<file path="src/rtl/q_run_sequencer.sv">
// Sequencer for one greedy Q-table exploitation run: holds the current cell for the
// policy datapath, hands each chosen move to the move driver, and reports the outcome.
module q_run_sequencer #(
  parameter int STATE_W    = 6,
  parameter int NUM_STATES = 37,
  parameter int MAX_STEPS  = 64,
  parameter int SETTLE_CYC = 4
) (
  input  logic               clk,
  input  logic               rst,
  input  logic               run_start,
  input  logic               abort,
  input  logic [STATE_W-1:0] start_state,
  input  logic [STATE_W-1:0] target_state,
  input  logic [STATE_W-1:0] next_state,
  input  logic               move_ack,
  output logic [STATE_W-1:0] maze_state,
  output logic [STATE_W-1:0] move_target,
  output logic               move_req,
  output logic               move_complete,
  output logic               busy,
  output logic               done,
  output logic               fail,
  output logic [1:0]         fail_code,
  output logic [7:0]         step_count
);

  localparam int VIS_N = 1 << STATE_W;
  localparam logic [STATE_W:0] NUM_STATES_W = (STATE_W + 1)'(NUM_STATES);
  localparam logic [7:0] MAX_STEPS_W = 8'(MAX_STEPS);
  localparam logic [7:0] SETTLE_INIT = 8'(SETTLE_CYC - 1);

  typedef enum logic [2:0] {
    S_IDLE, S_SETTLE, S_ISSUE, S_WAIT_ACK, S_UPDATE, S_DONE, S_FAIL
  } state_t;

  state_t             state_reg, state_next;
  logic [STATE_W-1:0] maze_reg, maze_next;
  logic [STATE_W-1:0] target_reg, target_next;
  logic [STATE_W-1:0] move_target_reg, move_target_next;
  logic               move_req_reg, move_req_next;
  logic               move_complete_reg, move_complete_next;
  logic               done_reg, done_next;
  logic               fail_reg, fail_next;
  logic [1:0]         fail_code_reg, fail_code_next;
  logic [7:0]         step_reg, step_next;
  logic [7:0]         cnt_reg, cnt_next;
  // Visited bitmap spans the whole index space so out-of-range cells index safely.
  logic [VIS_N-1:0]   visited_reg, visited_next;
  logic               busy_int;

  assign busy_int = (state_reg != S_IDLE) && (state_reg != S_DONE) && (state_reg != S_FAIL);

  always_comb begin
    state_next         = state_reg;
    maze_next          = maze_reg;
    target_next        = target_reg;
    move_target_next   = move_target_reg;
    move_req_next      = move_req_reg;
    move_complete_next = 1'b0;
    done_next          = done_reg;
    fail_next          = fail_reg;
    fail_code_next     = fail_code_reg;
    step_next          = step_reg;
    cnt_next           = cnt_reg;
    visited_next       = visited_reg;

    // Abort outranks everything, including an ack arriving in the same cycle.
    if (abort && busy_int) begin
      state_next     = S_FAIL;
      move_req_next  = 1'b0;
      fail_next      = 1'b1;
      fail_code_next = 2'd3;
    end else begin
      case (state_reg)
        S_IDLE, S_DONE, S_FAIL: begin
          if (run_start) begin
            state_next   = S_SETTLE;
            maze_next    = start_state;
            target_next  = target_state;
            step_next    = 8'd0;
            visited_next = '0;
            visited_next[start_state] = 1'b1;
            done_next    = 1'b0;
            fail_next    = 1'b0;
            cnt_next     = SETTLE_INIT;
          end
        end
        S_SETTLE: begin
          if (cnt_reg != 8'd0) begin
            cnt_next = cnt_reg - 8'd1;
          end else if (maze_reg == target_reg) begin
            state_next = S_DONE;
            done_next  = 1'b1;
          end else if (step_reg == MAX_STEPS_W) begin
            state_next     = S_FAIL;
            fail_next      = 1'b1;
            fail_code_next = 2'd0;
          end else if (({1'b0, next_state} >= NUM_STATES_W) || (next_state == maze_reg)) begin
            state_next     = S_FAIL;
            fail_next      = 1'b1;
            fail_code_next = 2'd1;
          end else if (visited_reg[next_state]) begin
            state_next     = S_FAIL;
            fail_next      = 1'b1;
            fail_code_next = 2'd2;
          end else begin
            state_next       = S_ISSUE;
            move_target_next = next_state;
          end
        end
        S_ISSUE: begin
          move_req_next = 1'b1;
          state_next    = S_WAIT_ACK;
        end
        S_WAIT_ACK: begin
          if (move_ack) begin
            move_req_next = 1'b0;
            state_next    = S_UPDATE;
          end
        end
        S_UPDATE: begin
          maze_next          = move_target_reg;
          visited_next[move_target_reg] = 1'b1;
          step_next          = step_reg + 8'd1;
          move_complete_next = 1'b1;
          cnt_next           = SETTLE_INIT;
          state_next         = S_SETTLE;
        end
        default: state_next = S_IDLE;
      endcase
    end
  end

  always_ff @(posedge clk) begin
    if (rst) begin
      state_reg         <= S_IDLE;
      maze_reg          <= '0;
      target_reg        <= '0;
      move_target_reg   <= '0;
      move_req_reg      <= 1'b0;
      move_complete_reg <= 1'b0;
      done_reg          <= 1'b0;
      fail_reg          <= 1'b0;
      fail_code_reg     <= 2'd0;
      step_reg          <= 8'd0;
      cnt_reg           <= 8'd0;
      visited_reg       <= '0;
    end else begin
      state_reg         <= state_next;
      maze_reg          <= maze_next;
      target_reg        <= target_next;
      move_target_reg   <= move_target_next;
      move_req_reg      <= move_req_next;
      move_complete_reg <= move_complete_next;
      done_reg          <= done_next;
      fail_reg          <= fail_next;
      fail_code_reg     <= fail_code_next;
      step_reg          <= step_next;
      cnt_reg           <= cnt_next;
      visited_reg       <= visited_next;
    end
  end

  assign maze_state    = maze_reg;
  assign move_target   = move_target_reg;
  assign move_req      = move_req_reg;
  assign move_complete = move_complete_reg;
  assign busy          = busy_int;
  assign done          = done_reg;
  assign fail          = fail_reg;
  assign fail_code     = fail_code_reg;
  assign step_count    = step_reg;

endmodule

</file>
<file path="config.mk">
export PLATFORM = sky130hd
export DESIGN_NAME = q_run_sequencer
export DESIGN_NICKNAME = d
export VERILOG_FILES = /design/src/rtl/q_run_sequencer.sv
export SDC_FILE = /design/constraint.sdc
export NUM_CORES = 1
export LEC_CHECK = 0
export CAP_MARGIN = 10
export CORE_MARGIN = 2
export CORE_UTILIZATION = 30
export CTS_BUF_LIST = sky130_fd_sc_hd__clkbuf_8
export DETAILED_ROUTE_END_ITERATION = 8
export PLACE_DENSITY = 0.47
export SKIP_LAST_GASP = 1
export SLEW_MARGIN = 20
export SYNTH_ARGS = -nofsm -noshare
export SYNTH_HDL_FRONTEND = slang
export SYNTH_SLANG_ARGS = --single-unit
</file>
<file path="constraint.sdc">
create_clock -name clk -period 5.73 [get_ports clk]
set_clock_uncertainty 0.15 [all_clocks]
set_input_delay 0.573 -clock clk [delete_from_list [all_inputs] [get_ports clk]]
set_output_delay 0.573 -clock clk [all_outputs]
set_load 0.01 [all_outputs]
</file>
* Word level (Yosys, flattened, before mapping)
Cells that the tools add are included.
** Word-level totals
- Bits in registers :: 107
- Output and inout port bits :: 27
- Logic and storage cells :: 124
** Operators by class
- Add/subtract/negate cells :: 2
- Magnitude comparators :: 6
- Equality and inequality tests :: 23
- Multiplexer cells :: 45
- Bitwise operators :: 7
- Reductions and logical operators :: 28
** Operator list (count)
- one-hot mux 64 bit (2 select lines) :: 1
- 2-to-1 mux 64 bit :: 1
- bitwise OR 64 bit :: 1
- 2-to-1 mux 3 bit :: 8
- 2-to-1 mux 8 bit :: 3
- one-hot mux 8 bit (3 select lines) :: 1
- less-than comparator 6 x 7 -> 1 bit, second input constant :: 3
- inequality test 3 bit, second input constant :: 6
- one-hot mux 8 bit (2 select lines) :: 1
- one-hot mux 3 bit (5 select lines) :: 1
- 2-to-1 mux 1 bit :: 14
- 2-to-1 mux 2 bit :: 7
- inequality test 2 bit, second input constant :: 7
- demux 1 bit (select 6 bit) :: 2
- equality test 6 bit :: 2
- greater-or-equal comparator 6 x 1 -> 1 bit, second input constant :: 2
- one-hot mux 6 bit (2 select lines) :: 1
- AND reduction 3 bit :: 4
- AND reduction 5 bit :: 2
- equality test 3 bit, second input constant :: 3
- nonzero test 3 bit :: 3
- adder 8 x 1 -> 8 bit, second input constant :: 1
- equality test 8 x 7 -> 1 bit, second input constant :: 1
- AND reduction 4 bit :: 2
- 19 further kinds :: 34

* Logic depth before layout (Yosys ltp)
- Depth in word-level cells :: 9
- Depth in mapped cells :: 10
- Gate-level depth less buffers :: 8

* Worst setup path after synthesis
Ideal clock, no wire load.
- Kind :: input to register
- Start point :: in next_state[0]
- End point :: reg move_target_reg[0] (netlist: move_target[0])
- Setup time :: 0.072 ns
- Arrival time :: 2.277 ns
- Required time :: 5.508 ns
- Slack :: 3.231 ns
- Stages on the path :: 9
- Buffers on the path :: 3
- Path through :: buf_6 buf_12 mux4_2 o22ai_2 nor4_2 nor3_2 o21a_1 buf_4 mux2i_1
** On the way
- Longest elaborated chain between the ends :: 4
- Elaborated cells between the ends (all ways) :: 8
- Classes of those cells :: order compare (1); eq/ne (1); mux (2); bitwise (2); reduce/logical (2)
** RTL lines
- start: declaration :: line 15 : input logic [STATE_W-1:0] next_state,
- binary-select mux 1 bit (select 6 bit), or another cell as far along :: line 103 : end else if (visited_reg[next_state]) begin
- 2-to-1 mux 1 bit (implied by the code) or logical OR 1 bit (tied branches) :: line 103, 99
- NOT 1 bit (no line)
- AND reduction 7 bit (no line)
- end signal: assignment :: line 153 : move_target_reg <= move_target_next;
- end: declaration :: line 40 : logic [STATE_W-1:0] move_target_reg, move_target_next;
Several ways; a longest one is shown, not always the timed one. The select of a mux whose other input is x is not followed.
A chain may end at the register's enable or synchronous reset.

* Worst setup path after layout
- Start point :: in next_state[1]
- End point :: reg move_target_reg[1] (netlist: move_target[1])
Same word-level chain as after synthesis.

==> run summary <==
The number of gates resized after CTS is 0. The layout cell share with drive strength beyond 1 is 0.0854. The final setup violation count came out at 0. The static power due to leakage came out at between 2 and 2.5 nW. The path with the worst hold slack has its endpoint at done. The via-per-instance ratio is between 5 and 6. The average cell area after synthesis is slightly above 8 um2. After layout, the minimum clock period comes to roughly 3.3 ns.

The worst reg-to-reg path cell count came out at 6. The internal cell power came out at just under 2 mW. In this run the most critical hold path is launched from done.

Static timing analysis puts the maximum clock frequency at roughly 0.3 GHz. The worst setup path is launched from a primary input. The largest net degree at the start of global routing is 92. The gate family responsible for the most delay along the worst path is buffers and inverters. The largest individual stage delay along the critical path comes from the cell sky130_fd_sc_hd__clkdlybuf4s50_1. In this run the critical register-to-register path is launched from state_reg[0]. The wire length per cell after detailed routing came out at ~20 um. The distinct cell type count after synthesis came out at 65. The final hold violation count came out at 0. TritonCTS built the clock tree.

Detailed placement ended at an HPWL of 12.7 mm. The run finished with clean final reports. The worst-case clock buffer depth is 2.

The required time reported for the critical path endpoint came out at a little under 6 ns. The congestion estimate from routability-driven global placement came to roughly 0.80. Setup slack closes at 2.38 ns.

The top-level I/O count came out at 50. The root buffer cell is sky130_fd_sc_hd__clkbuf_8. The number of nets in the synthesized netlist is roughly 770. The worst setup path is captured at a flip-flop. The number of antenna violations at the first check in global routing is 0. The final total power is 3.48 mW. For the final routed database, the setup TNS stands at 0 ns. Headroom to the max-slew limit came out at 0.185. After global routing the overflow that remains totals 0. Setup repair after global routing left no endpoint under its margin. The final net count came out at between 700 and 800. In the synthesized netlist, the number of instances is around 740.

The number of flip-flops under the largest register name came out at 64. In this run the power density over the cells is between 500 and 600 mW/mm2. Clock tree synthesis found a total of 107 sinks. The clock network fraction of total power came out at 0.142.

CTS built an H-tree with a depth of 3. The total number of yosys warnings came out at 0. After detailed routing, the number of remaining DRC violations is 0. The register-to-register path setup slack came out at between 2 and 3 ns. Of the synthesized area, sequential elements account for 0.358. The type of the worst setup path is primary input to flip-flop. The clock latency on the worst-skew pair came out at around 0.4 ns. The final max-slew violation count is 0. The total routing resource utilization after global routing is 0.186.

The final period utilization is 0.585. The mapped cell area came out at between 0.005 and 0.006 mm2. The delay contributed by the slowest stage of the critical path is 1.01 ns.

The number of maximum-capacitance violations is 0. The number of synthesized flops with an enable pin is 0. The min-delay analysis places its worst path in the category flip-flop to flip-flop. Among all flip-flop cells after synthesis, the most frequent one is sky130_fd_sc_hd__dfxtp_1. The number of iterations in the first detailed-routing pass came out at 5.

The final antenna diode count is 0. For this block, the routed nets add up to 20.0 mm of wire. Of the total power, the share spent switching nets is 0.428.

The number of hold-repair buffers added at the cts stage is 0. The switching power total is ~1.5 mW. The fraction of registers with async set/reset came out at 0. The number of buffers added on ports is 49. The number of buffers added by the clock tree synthesis step came out at 9. The maximum fanout encountered on the critical timing path came out at 19. The register bit count reported by yosys is 107. The post-placement setup slack is 1.78 ns. The number of global-route vias before repair came to roughly 5,300. Of the total power, combinational logic draws 0.495.

Across all hold checks on the routed design, the worst slack comes to ~0.31 ns. The endpoint identified for the worst register-to-register timing path is cnt_reg[5]. The via count is ~5,700.

The die footprint is between 0.02 and 0.025 mm2. The buffer and inverter count on the worst path is 1. The post-CTS setup buffer count came out at 0. Traced cell by cell, the critical path runs through clkdlybuf4s50_1 > mux4_2 > nor2_1 > o311ai_1 > a211oi_2 > o21a_1 > mux2i_1.

The first global-routing pass estimated 30.9 mm of wire. The sequential fraction of design power came out at 0.364. The worst voltage drop across the vdd grid is between 0.2 and 0.25 mV.

The initial core utilization came out at 0.306. The endpoint arrival time on the critical path is 3.52 ns. The core region is approximately 0.020 mm2. The floorplan die height is roughly 150 um. The clock transition time at the flip-flop clock pins of the worst setup and hold paths came out at between 0.1 and 0.15 ns.

The site row count is a little over 50. The number of DRC markers in iteration 0 is ~350. The residual antenna-violating net count after detailed routing came out at 0. The area growth from synthesis to final layout is 12.5%. The worst hold path was traced through 2 stages.

The slew of the pin with the lowest slew margin came out at roughly 1.2 ns. The die extent in x came out at around 150 um.
-- per-stage QoR --
step / util / cell area (um2) / cells
2_1_floorplan: - / 5980 / 741
3_3_place_gp: 0.334 / 6530 / 988
3_5_place_dp: 0.334 / 6530 / 988
4_1_cts: 0.345 / 6730 / 1003
5_1_grt: 0.344 / 6730 / 1003
6_report: 0.344 / 6730 / 1003
-- cells in the final DEF (no fill, tap or decap), drive strengths merged, types with 17 or more instances in the layout --
master | synthesis | layout
a21oi | 148 | 148
dfxtp | 107 | 107
o21ai | 72 | 72
nor3 | 71 | 71
clkdlybuf4s50 | 0 | 47
nor2 | 39 | 39
nand2 | 31 | 31
nand2b | 17 | 17
mux2i | 17 | 17
xnor2 | 17 | 17
-- worst max-delay path by stage --
stage / startpoint / end / slack (ns) / depth (start not counted)
2_1_floorplan: next_state[0] / move_target[0] / 3.23 / 9
3_3_place_gp: next_state[2] / move_target[2] / 1.92 / 7
3_5_place_dp: next_state[2] / move_target[5] / 1.78 / 7
4_1_cts: next_state[2] / move_target[1] / 2.21 / 7
5_1_grt: next_state[1] / move_target[1] / 2.23 / 7
6_report: next_state[1] / move_target[1] / 2.38 / 7
-- power by group through the flow --
stage	clock, mW	sequential, mW	combinational, mW
after floorplan	0	1.19	1.34
after global placement	0	1.28	1.68
after detailed placement	0	1.28	1.72
after CTS	0.512	1.26	1.72
after global routing	0.530	1.30	1.92
final	0.492	1.27	1.72
-- Yosys cell counts (6+ instances only) --
cell type / n / area (um2)
sky130_fd_sc_hd__nor3_1: 70 / 350
sky130_fd_sc_hd__o21ai_0: 72 / 360
sky130_fd_sc_hd__a21oi_1: 148 / 741
sky130_fd_sc_hd__dfxtp_1: 107 / 2140
sky130_fd_sc_hd__nand2b_1: 17 / 106
sky130_fd_sc_hd__inv_1: 13 / 48.8
sky130_fd_sc_hd__a211oi_1: 7 / 52.6
sky130_fd_sc_hd__nand3_1: 6 / 30.0
sky130_fd_sc_hd__nand4_1: 7 / 43.8
sky130_fd_sc_hd__buf_1: 12 / 45.0
sky130_fd_sc_hd__nand3b_1: 8 / 60.1
sky130_fd_sc_hd__clkbuf_1: 46 / 173
sky130_fd_sc_hd__nand2_1: 31 / 116
sky130_fd_sc_hd__xnor2_1: 17 / 149
sky130_fd_sc_hd__buf_2: 9 / 45.0
sky130_fd_sc_hd__mux2i_1: 17 / 170
sky130_fd_sc_hd__mux4_2: 7 / 158
sky130_fd_sc_hd__nor3b_1: 9 / 67.6
sky130_fd_sc_hd__nor2_1: 39 / 146
-- final cells by class --
cell class / instances / area [um2]
inverter: 14 / 52.6
tap: 265 / 332
timing repair buffer: 56 / 533
multi-input combinational: 546 / 3470
sequential: 107 / 2140
fill: 2067 / 12800
clock inverter: 4 / 48.8
clock buffer: 11 / 151
-- per-layer routing --
layer	wire length, um	part of all wire	global-route usage
met1	9340	0.47	0.252
met2	9000	0.45	0.290
met3	1030	0.052	0.0403
met4	612	0.031	0.0696
met5	0	0	0
-- cell families (layout without fill, tap and decap cells) --
family | count (synthesis) | after routing | synth area share
mux | 34 | 34 | 0.0869
flops | 107 | 107 | 0.358
fa+ha+maj | 4 | 4 | 0.00796
simple gates | 228 | 228 | 0.207
compound gates | 260 | 260 | 0.243
xor+xnor | 20 | 20 | 0.0293
buf+inv | 88 | 85 | 0.0676
-- worst reg2reg max path, stage by stage (launching register included) --
cell and delay [ns]:
sky130_fd_sc_hd__dfxtp_1 0.59, sky130_fd_sc_hd__inv_1 0.16, sky130_fd_sc_hd__o211ai_1 0.15, sky130_fd_sc_hd__a32o_4 0.90
sky130_fd_sc_hd__a21oi_1 0.37, sky130_fd_sc_hd__or4_1 0.55, sky130_fd_sc_hd__a21oi_1 0.16
Note: power is estimated with default switching activity, not from simulation.
